==> config.mk <==
export PLATFORM = sky130hd
export DESIGN_NAME = mem_arbiter
export DESIGN_NICKNAME = d
export VERILOG_FILES = /design/src/rtl/mem_arbiter_pkg.sv /design/src/rtl/arb_timeout_cnt.sv /design/src/rtl/mem_arbiter.sv
export SDC_FILE = /design/constraint.sdc
export NUM_CORES = 1
export LEC_CHECK = 0
export CAP_MARGIN = 10
export CORE_MARGIN = 2
export CORE_UTILIZATION = 38
export CTS_BUF_LIST = sky130_fd_sc_hd__clkbuf_4
export DETAILED_ROUTE_END_ITERATION = 8
export PLACE_DENSITY_LB_ADDON = 0.25
export SYNTH_ARGS = -nofsm -noshare
export SYNTH_HDL_FRONTEND = slang
export SYNTH_SLANG_ARGS = --single-unit
==> constraint.sdc <==
create_clock -name clk -period 1.7 [get_ports clk]
set_clock_uncertainty 0.05 [all_clocks]
set_input_delay 0.255 -clock clk [delete_from_list [all_inputs] [get_ports clk]]
set_output_delay 0.255 -clock clk [all_outputs]
set_load 0.05 [all_outputs]
==> src/rtl/mem_arbiter_pkg.sv <==
// Shared encodings and bus widths for the IF/MEM single-port memory arbiter.
package mem_arbiter_pkg;

  localparam int RegBus      = 32;
  localparam int InstAddrBus = 32;

  localparam logic [3:0] SelAll = 4'b1111;

  typedef enum logic [1:0] {
    ArbIdle = 2'd0,
    ArbBusy = 2'd1,
    ArbResp = 2'd2
  } arb_state_e;

  typedef enum logic {
    OwnerIf  = 1'b0,
    OwnerMem = 1'b1
  } arb_owner_e;

endpackage

==> src/rtl/arb_timeout_cnt.sv <==
// Loadable up-counter with a terminal-count flag; times how long an access sits in BUSY.
module arb_timeout_cnt #(
  parameter int W      = 8,
  parameter int TC_VAL = 15
) (
  input  logic clk,
  input  logic rst,
  input  logic clr_i,
  input  logic en_i,
  output logic tc_o
);

  logic [W-1:0] cnt_q, cnt_d;

  always_comb begin
    cnt_d = cnt_q;
    if (clr_i)     cnt_d = '0;
    else if (en_i) cnt_d = cnt_q + W'(1);
  end

  always_ff @(posedge clk or negedge rst) begin
    if (!rst) cnt_q <= '0;
    else      cnt_q <= cnt_d;
  end

  assign tc_o = (cnt_q == W'(TC_VAL));

endmodule

==> src/rtl/mem_arbiter.sv <==
// Arbitrates the IF and MEM ports onto one single-port memory; MEM has priority,
// with a starvation counter that forces an IF grant after STARVE_LIMIT data wins.
module mem_arbiter
  import mem_arbiter_pkg::*;
#(
  parameter int ADDR_W       = InstAddrBus,
  parameter int DATA_W       = RegBus,
  parameter int STARVE_LIMIT = 4,
  parameter int TIMEOUT      = 16
) (
  input  logic              clk,
  input  logic              rst,
  input  logic              if_req_i,
  input  logic [ADDR_W-1:0] if_addr_i,
  output logic [DATA_W-1:0] if_rdata_o,
  output logic              if_ack_o,
  output logic              if_stall_o,
  input  logic              mem_req_i,
  input  logic              mem_we_i,
  input  logic [3:0]        mem_sel_i,
  input  logic [ADDR_W-1:0] mem_addr_i,
  input  logic [DATA_W-1:0] mem_wdata_i,
  output logic [DATA_W-1:0] mem_rdata_o,
  output logic              mem_ack_o,
  output logic              mem_stall_o,
  output logic              bus_err_o,
  output logic              ram_ce_o,
  output logic              ram_we_o,
  output logic [3:0]        ram_sel_o,
  output logic [ADDR_W-1:0] ram_addr_o,
  output logic [DATA_W-1:0] ram_wdata_o,
  input  logic [DATA_W-1:0] ram_rdata_i,
  input  logic              ram_ack_i,
  output logic [1:0]        dbg_state_o
);

  // Handshake: a requester raises req with its fields stable and holds them until
  // its one-cycle ack; the ack cycle (RESP) is where it must drop or change req.
  arb_state_e  state_q, state_d;
  arb_owner_e  owner_q, owner_d;
  logic [3:0]  starve_q, starve_d;
  logic        ce_q, ce_d, we_q, we_d;
  logic [3:0]  sel_q, sel_d;
  logic [ADDR_W-1:0] addr_q, addr_d;
  logic [DATA_W-1:0] wdata_q, wdata_d;
  logic [DATA_W-1:0] if_rdata_q, if_rdata_d, mem_rdata_q, mem_rdata_d;
  logic        if_ack_q, if_ack_d, mem_ack_q, mem_ack_d, err_q, err_d;
  logic        grant, grant_mem, timer_tc;

  assign grant_mem = mem_req_i && (!if_req_i || (starve_q < 4'(STARVE_LIMIT)));

  arb_timeout_cnt #(.W(8), .TC_VAL(TIMEOUT - 1)) u_timer (
    .clk   (clk),
    .rst   (rst),
    .clr_i (grant),
    .en_i  (state_q == ArbBusy),
    .tc_o  (timer_tc)
  );

  always_comb begin
    state_d     = state_q;
    owner_d     = owner_q;
    starve_d    = starve_q;
    ce_d        = ce_q;
    we_d        = we_q;
    sel_d       = sel_q;
    addr_d      = addr_q;
    wdata_d     = wdata_q;
    if_rdata_d  = if_rdata_q;
    mem_rdata_d = mem_rdata_q;
    if_ack_d    = 1'b0;
    mem_ack_d   = 1'b0;
    err_d       = 1'b0;
    grant       = 1'b0;
    case (state_q)
      ArbIdle: begin
        if (grant_mem) begin
          grant   = 1'b1;
          owner_d = OwnerMem;
          we_d    = mem_we_i;
          sel_d   = mem_sel_i;
          addr_d  = mem_addr_i;
          wdata_d = mem_wdata_i;
          if (if_req_i && starve_q != 4'hF) starve_d = starve_q + 4'd1;
        end else if (if_req_i) begin
          grant    = 1'b1;
          owner_d  = OwnerIf;
          we_d     = 1'b0;
          sel_d    = SelAll;
          addr_d   = if_addr_i;
          wdata_d  = '0;
          starve_d = 4'd0;
        end
        if (grant) begin
          ce_d    = 1'b1;
          state_d = ArbBusy;
        end
      end
      ArbBusy: begin
        // A real ack wins over a timeout that expires in the same cycle.
        if (ram_ack_i || timer_tc) begin
          ce_d    = 1'b0;
          we_d    = 1'b0;
          err_d   = !ram_ack_i;
          state_d = ArbResp;
          if (owner_q == OwnerMem) begin
            mem_ack_d   = 1'b1;
            mem_rdata_d = (ram_ack_i && !we_q) ? ram_rdata_i : '0;
          end else begin
            if_ack_d   = 1'b1;
            if_rdata_d = ram_ack_i ? ram_rdata_i : '0;
          end
        end
      end
      ArbResp: state_d = ArbIdle;
      default: state_d = ArbIdle;
    endcase
  end

  always_ff @(posedge clk or negedge rst) begin
    if (!rst) begin
      state_q     <= ArbIdle;
      owner_q     <= OwnerIf;
      starve_q    <= '0;
      ce_q        <= 1'b0;
      we_q        <= 1'b0;
      sel_q       <= '0;
      addr_q      <= '0;
      wdata_q     <= '0;
      if_rdata_q  <= '0;
      mem_rdata_q <= '0;
      if_ack_q    <= 1'b0;
      mem_ack_q   <= 1'b0;
      err_q       <= 1'b0;
    end else begin
      state_q     <= state_d;
      owner_q     <= owner_d;
      starve_q    <= starve_d;
      ce_q        <= ce_d;
      we_q        <= we_d;
      sel_q       <= sel_d;
      addr_q      <= addr_d;
      wdata_q     <= wdata_d;
      if_rdata_q  <= if_rdata_d;
      mem_rdata_q <= mem_rdata_d;
      if_ack_q    <= if_ack_d;
      mem_ack_q   <= mem_ack_d;
      err_q       <= err_d;
    end
  end

  assign ram_ce_o    = ce_q;
  assign ram_we_o    = we_q;
  assign ram_sel_o   = sel_q;
  assign ram_addr_o  = addr_q;
  assign ram_wdata_o = wdata_q;
  assign if_rdata_o  = if_rdata_q;
  assign mem_rdata_o = mem_rdata_q;
  assign if_ack_o    = if_ack_q;
  assign mem_ack_o   = mem_ack_q;
  assign bus_err_o   = err_q;
  assign if_stall_o  = if_req_i & ~if_ack_q;
  assign mem_stall_o = mem_req_i & ~mem_ack_q;
  assign dbg_state_o = state_q;

endmodule
# Word-level counts from Yosys, hierarchy flattened
# Cells that the tools add are included.
# word_totals
reg_bits	152
latchBits	0
mem_bits_rw	0
romBits	0
inputBits	138
out_inout_bits	141
wordCells	83
n_memories	0
# op_classes
add_sub_neg	2
mul	0
div_mod_pow	0
order_cmp	1
eq_ne	7
n_shift	0
muxes	35
n_bitwise	5
n_reduce_logical	19
# ops
operator	count
32-bit two-way mux	6
4-bit two-way mux	5
1-bit two-way mux	17
8-bit two-way mux	2
3-bit AND reduction	5
8-bit by 1-bit adder with 8-bit output (second input constant)	1
8-bit by 4-bit equality test with 1-bit output (second input constant)	1
2-bit nonzero test	3
4-bit by 1-bit adder with 4-bit output (second input constant)	1
4-bit by 3-bit less-than comparator with 1-bit output (second input constant)	1
2-bit two-way mux	2
2-bit != test (second input constant)	2
4-bit != test (second input constant)	1
1-bit one-hot mux with 2 select lines	2
2-bit one-hot mux with 2 select lines	1
2-bit AND reduction	2
1-bit logical AND	3
1-bit logical NOT	3
3-bit != test (second input constant)	1
1-bit inverter	3
1-bit bitwise AND	2
2-bit by 1-bit equality test with 1-bit output (second input constant)	1
2-bit logical NOT	1
1-bit logical OR	2
2-bit by 1-bit != test with 1-bit output (second input constant)	1

# Longest topological paths before layout
# depth
word_depth	7
ltp_mapped	6
ltp_nobuf	5

# Cells and area by module
# Synthesis repeated with hierarchy kept, for this count alone.
# hier_totals
cells_unflattened	624
hier_area_um2	6846.6
# by_module_without_submodules
module	instances	cells_each	area_per_inst_um2
mem_arbiter	1	585	6452.4
arb_timeout_cnt	1	39	394.1

# Worst setup path before layout
# Ideal clock, no wire load.
# synth_timing
path_type	reg2reg
from	register state_q[0] (netlist: dbg_state_o[0])
to	register we_q (netlist: ram_we_o)
setup_ps	82
arrival_time_ps	1712
required_ps	1568
path_slack_ps	-145
path_stages_with_launch	7
path_buffers	2
synth_period_minus_slack_ps	1845
path_cell_list	dfrtp_1 -> nor2_1 -> o21ai_1 -> clkbuf_1 -> clkbuf_1 -> nand2_1 -> o22ai_1
# synth_via
elab_chain_len	3
elab_cells_between_ends	7
cone_classes	eq/ne: 3; mux: 1; reduce/logical: 3
# synth_lines
element	line_no	source
start, declared	mem_arbiter.sv:39	arb_state_e state_q, state_d;
start signal, assigned	mem_arbiter.sv:122	state_q <= ArbIdle;
start signal, assigned	mem_arbiter.sv:136	state_q <= state_d;
2-bit by 1-bit equality test with 1-bit output / 2-bit logical NOT (equally long branches)	mem_arbiter.sv:75	case (state_q)
2-bit != test (no source line), or another cell as far along	--	
3-bit AND reduction (no source line)	--	
end signal, assigned	mem_arbiter.sv:140	we_q <= we_d;
end, declared	mem_arbiter.sv:42	logic ce_q, ce_d, we_q, we_d;
# Several ways; a longest one is shown, not always the timed one.
# A chain may end at the register's enable or synchronous reset.

# Worst setup path after layout
# layout_timing
from	register u_timer.cnt_q[5]
to	register mem_rdata_q[0] (netlist: mem_rdata_o[0])
# layout_via
elab_chain_len	3
# layout_lines
element	line_no	source
start, declared	arb_timeout_cnt.sv:13	logic [W-1:0] cnt_q, cnt_d;
start signal, assigned	arb_timeout_cnt.sv:23	else cnt_q <= cnt_d;
8-bit by 4-bit equality test with 1-bit output	arb_timeout_cnt.sv:26	assign tc_o = (cnt_q == W'(TC_VAL));
1-bit logical OR	mem_arbiter.sv:101	if (ram_ack_i || timer_tc) begin
3-bit AND reduction (no source line)	--	
end signal, assigned	mem_arbiter.sv:145	mem_rdata_q <= mem_rdata_d;
end, declared	mem_arbiter.sv:46	logic [DATA_W-1:0] if_rdata_q, if_rdata_d, mem_rdata_q, mem_rdata_d;
# No other way between the ends.

==> flow_summary.yaml <==
outcome:
  status: "complete, but fails checks"
  violations: "setup timing"
drt:
  route.vias.total: 4833
  drtIter0Drc: 235
  antenna_left: 0
  viasPerCell: 5.09
  drc_errors: 0
  wl_mm: 16.6
  wl_per_cell_um: 17.5
  first_pass_iters: 6
finish:
  syn2layout_area_growth_pct: 54.6
  drive_above_1_share: 0.283
  fin_nets: 887
  n_fill_cell: 1256
logic_synthesis:
  netlist_area_um2: 5890
  synth.net_count: 594
  ys.warnings.count: 0
  ys_types: 34
  ys_seq_area_frac: 0.645
  synth.ff_latch_count: 152
  syn-instance-count: 454
  avgSynthCellArea_um2: 13.0
sta:
  period_needed_ns: 1.83
  relSlewSlack: 0.777
  finalHoldViolations: 0
  final_max_slew_viol_count: 0
  finalWorstSetupSlack_ns: -0.129
  rsz0062_at_grt: "yes"
  fmax_mhz: 547
  tightest_slew_ns: 0.335
  setup_viol: 64
  finalCritPeriodShare: 1.08
pwr:
  p_clk_frac: 0.116
  switching_share: 0.499
  seqPwrFrac: 0.306
  intPower_mw: 10.1
  pwr_density_cell_nw_per_um2: 2220
  finalPower_mw: 20.2
  peakVddDrop_uv: 1400
  p_switching_mw: 10.1
  comb_power_share: 0.579
  leakage_nw: 4.36
floorplanning:
  core_um2: 15200
  chipHeight_um: 129
  io_pins: 279
  die_w_um: 129
  dieArea_um2: 16500
  initial_core_util: 0.388
  num_rows: 45
placement:
  port_buffers: 278
  place_congestion: 0.858
  hpwl_mm: 12.1
  post-place-ws_ns: -0.110
setup_path:
  required_ns: 2.07
  cp-start-kind: "flip-flop"
  r2r_start: "u_timer.cnt_q[5]"
  rrSetupSlack_ns: -0.13
  worst-r2r-cell-count: 5
  endpoint_kind: "flip-flop"
  r2r-end: "mem_rdata_o[0]"
  worstPathArrival_ns: 2.20
  cp_max_fo: 33
  critical_path_class: "reg2reg"
grt:
  track_usage: 0.204
  antenna_found_initial: 1
  grt_pass1_wl_mm: 26.0
  overflow: 0
  grt_pass1_vias: 5051
  grt_start_max_net_pins: 86
hold_path:
  hold_path_class: "in2async"
cts:
  worstSkewPairLatency_ns: 0.53
  clk_pin_slew_ns: 0.13
  cts_root_buf: "clkbuf_4"
  clockBufferDepth: 2
  cts_tree: "done"
  cts_sinks: 152
  h-tree-depth: 4
  cts_buffers: 17
job:
  cap_viol_max_count: 0
[cell families after synthesis]
kind of cell / Yosys count / synth area share
mux: 34 / 0.0578
xor+xnor: 1 / 0.00149
fa+ha+maj: 2 / 0.00425
buf+inv: 36 / 0.0333
flops: 152 / 0.645
simple gates: 75 / 0.0592
compound gates: 154 / 0.199
[per-stage QoR]
stage                     hold slack (ns)  utilization  cell area, µm²  std cells  setup TNS (ns)
final                               0.114        0.599            9110        949           -6.31
after detailed placement            0.122        0.578            8790        915           -6.31
after global placement              0.117        0.578            8790        915           -3.10
after global routing               0.0784        0.599            9110        949           -9.38
after CTS                          0.0644        0.599            9100        948           -6.37
after floorplan                   -0.0906            -            5900        454           -4.21
[power by group through the flow]
stage | registers [mW] | logic [mW] | clock network [mW]
after floorplan | 11.4 | 2.47 | 0
after global placement | 6.18 | 11.6 | 0
after detailed placement | 6.22 | 11.8 | 0
after CTS | 6.19 | 11.8 | 2.42
after global routing | 6.39 | 12.2 | 2.59
final | 6.18 | 11.7 | 2.34
[routing by layer]
layer  GRT usage  wire length, µm  vias to the layer above
li1            -                -                     2266
met1       0.245             6680                     2393
met2       0.349             8600                      148
met3      0.0582              897                       26
met4      0.0780              398                        0
met5           0                0                        -
[cells in the mapped netlist]
master | instances | share of area
a21o_1 | 1 | 0.0013
a21oi_1 | 3 | 0.0025
a22o_1 | 96 | 0.14
a31oi_1 | 1 | 0.0011
and2_1 | 2 | 0.0021
and3_1 | 1 | 0.0011
buf_2 | 12 | 0.010
buf_6 | 6 | 0.011
clkbuf_1 | 13 | 0.0083
clkbuf_2 | 1 | 0.00085
dfrtp_1 | 152 | 0.65
ha_1 | 2 | 0.0042
inv_1 | 4 | 0.0025
mux2i_1 | 34 | 0.058
nand2_1 | 45 | 0.029
nand2_2 | 2 | 0.0021
nand2b_1 | 1 | 0.0011
nand3_1 | 7 | 0.0059
nand3_4 | 1 | 0.0030
nand4_1 | 1 | 0.0011
nor2_1 | 6 | 0.0038
nor2b_1 | 3 | 0.0032
nor3_1 | 3 | 0.0025
nor3_2 | 1 | 0.0017
nor4_1 | 1 | 0.0011
o21a_1 | 1 | 0.0013
o21ai_0 | 43 | 0.037
o21ai_1 | 2 | 0.0017
o21bai_4 | 1 | 0.0032
o22a_1 | 4 | 0.0059
o22ai_1 | 1 | 0.0011
o31ai_1 | 1 | 0.0013
or4_4 | 1 | 0.0019
xor2_1 | 1 | 0.0015
[final cells by class]
class                           instances  area (µm²)  share of cell area
Sequential cell                       152        3810               0.418
Timing Repair Buffer                  306        2820               0.309
Multi-Input combinational cell        266        1930               0.212
Tap cell                              188         235              0.0258
Clock inverter                         14         171              0.0188
Clock buffer                           18         135              0.0148
Inverter                                4        15.0             0.00165
Antenna cell                            1        2.50            0.000275
[layout by cell type (no fill, tap or decap), drive strengths merged, types with 2 or more instances in the layout]
cell             n
nor2b            3
o21ai           45
clkinvlp         2
a22o            96
nor2             6
clkdlybuf4s50  136
buf            169
clkbuf          18
clkinv           6
bufinv           3
o22a             4
inv              7
mux2i           34
nand2           47
a21oi            3
dfrtp          152
nand3            8
ha               2
and2             2
nor3             4
[worst max-delay path, cell delays in order (launching register included)]
cell,delay [ns]
dfrtp_1,0.40
or4_4,0.56
o21bai_4,0.18
nand2_2,0.08
buf_12,0.18
a22o_1,0.25
[worst max-delay path by stage]
stage | from | slack [ns] | endpoint | cells past startpoint
final | u_timer.cnt_q[5] | -0.13 | mem_rdata_o[0] | 5
after global routing | u_timer.cnt_q[5] | -0.18 | if_rdata_o[27] | 5
after CTS | u_timer.cnt_q[5] | -0.13 | if_rdata_o[28] | 5
after detailed placement | u_timer.cnt_q[5] | -0.11 | if_rdata_o[26] | 5
after global placement | if_req_i | -0.06 | ram_addr_o[5] | 6
after floorplan | u_timer.cnt_q[5] | -0.08 | mem_rdata_o[10] | 5
[state kept, by name, summed over array words and instances, names as in the netlist]
name and count:
if_rdata_o 32, mem_rdata_o 32, ram_addr_o 32, ram_wdata_o 32
u_timer.cnt_q 8, ram_sel_o 4, starve_q 4, dbg_state_o 2
bus_err_o 1, if_ack_o 1, mem_ack_o 1, owner_q 1
ram_ce_o 1, ram_we_o 1
[what timing repair did]
action / in CTS / in global routing
endpoints found under the setup margin: 65 / 68
pin swaps: 0 / 0
buffers inserted: 0 / 1
hold buffers: 1 / 0
resized for setup: 1 / 2
hold endpoints to repair: 152 / 0
Note: power is estimated with default switching activity, not from simulation.
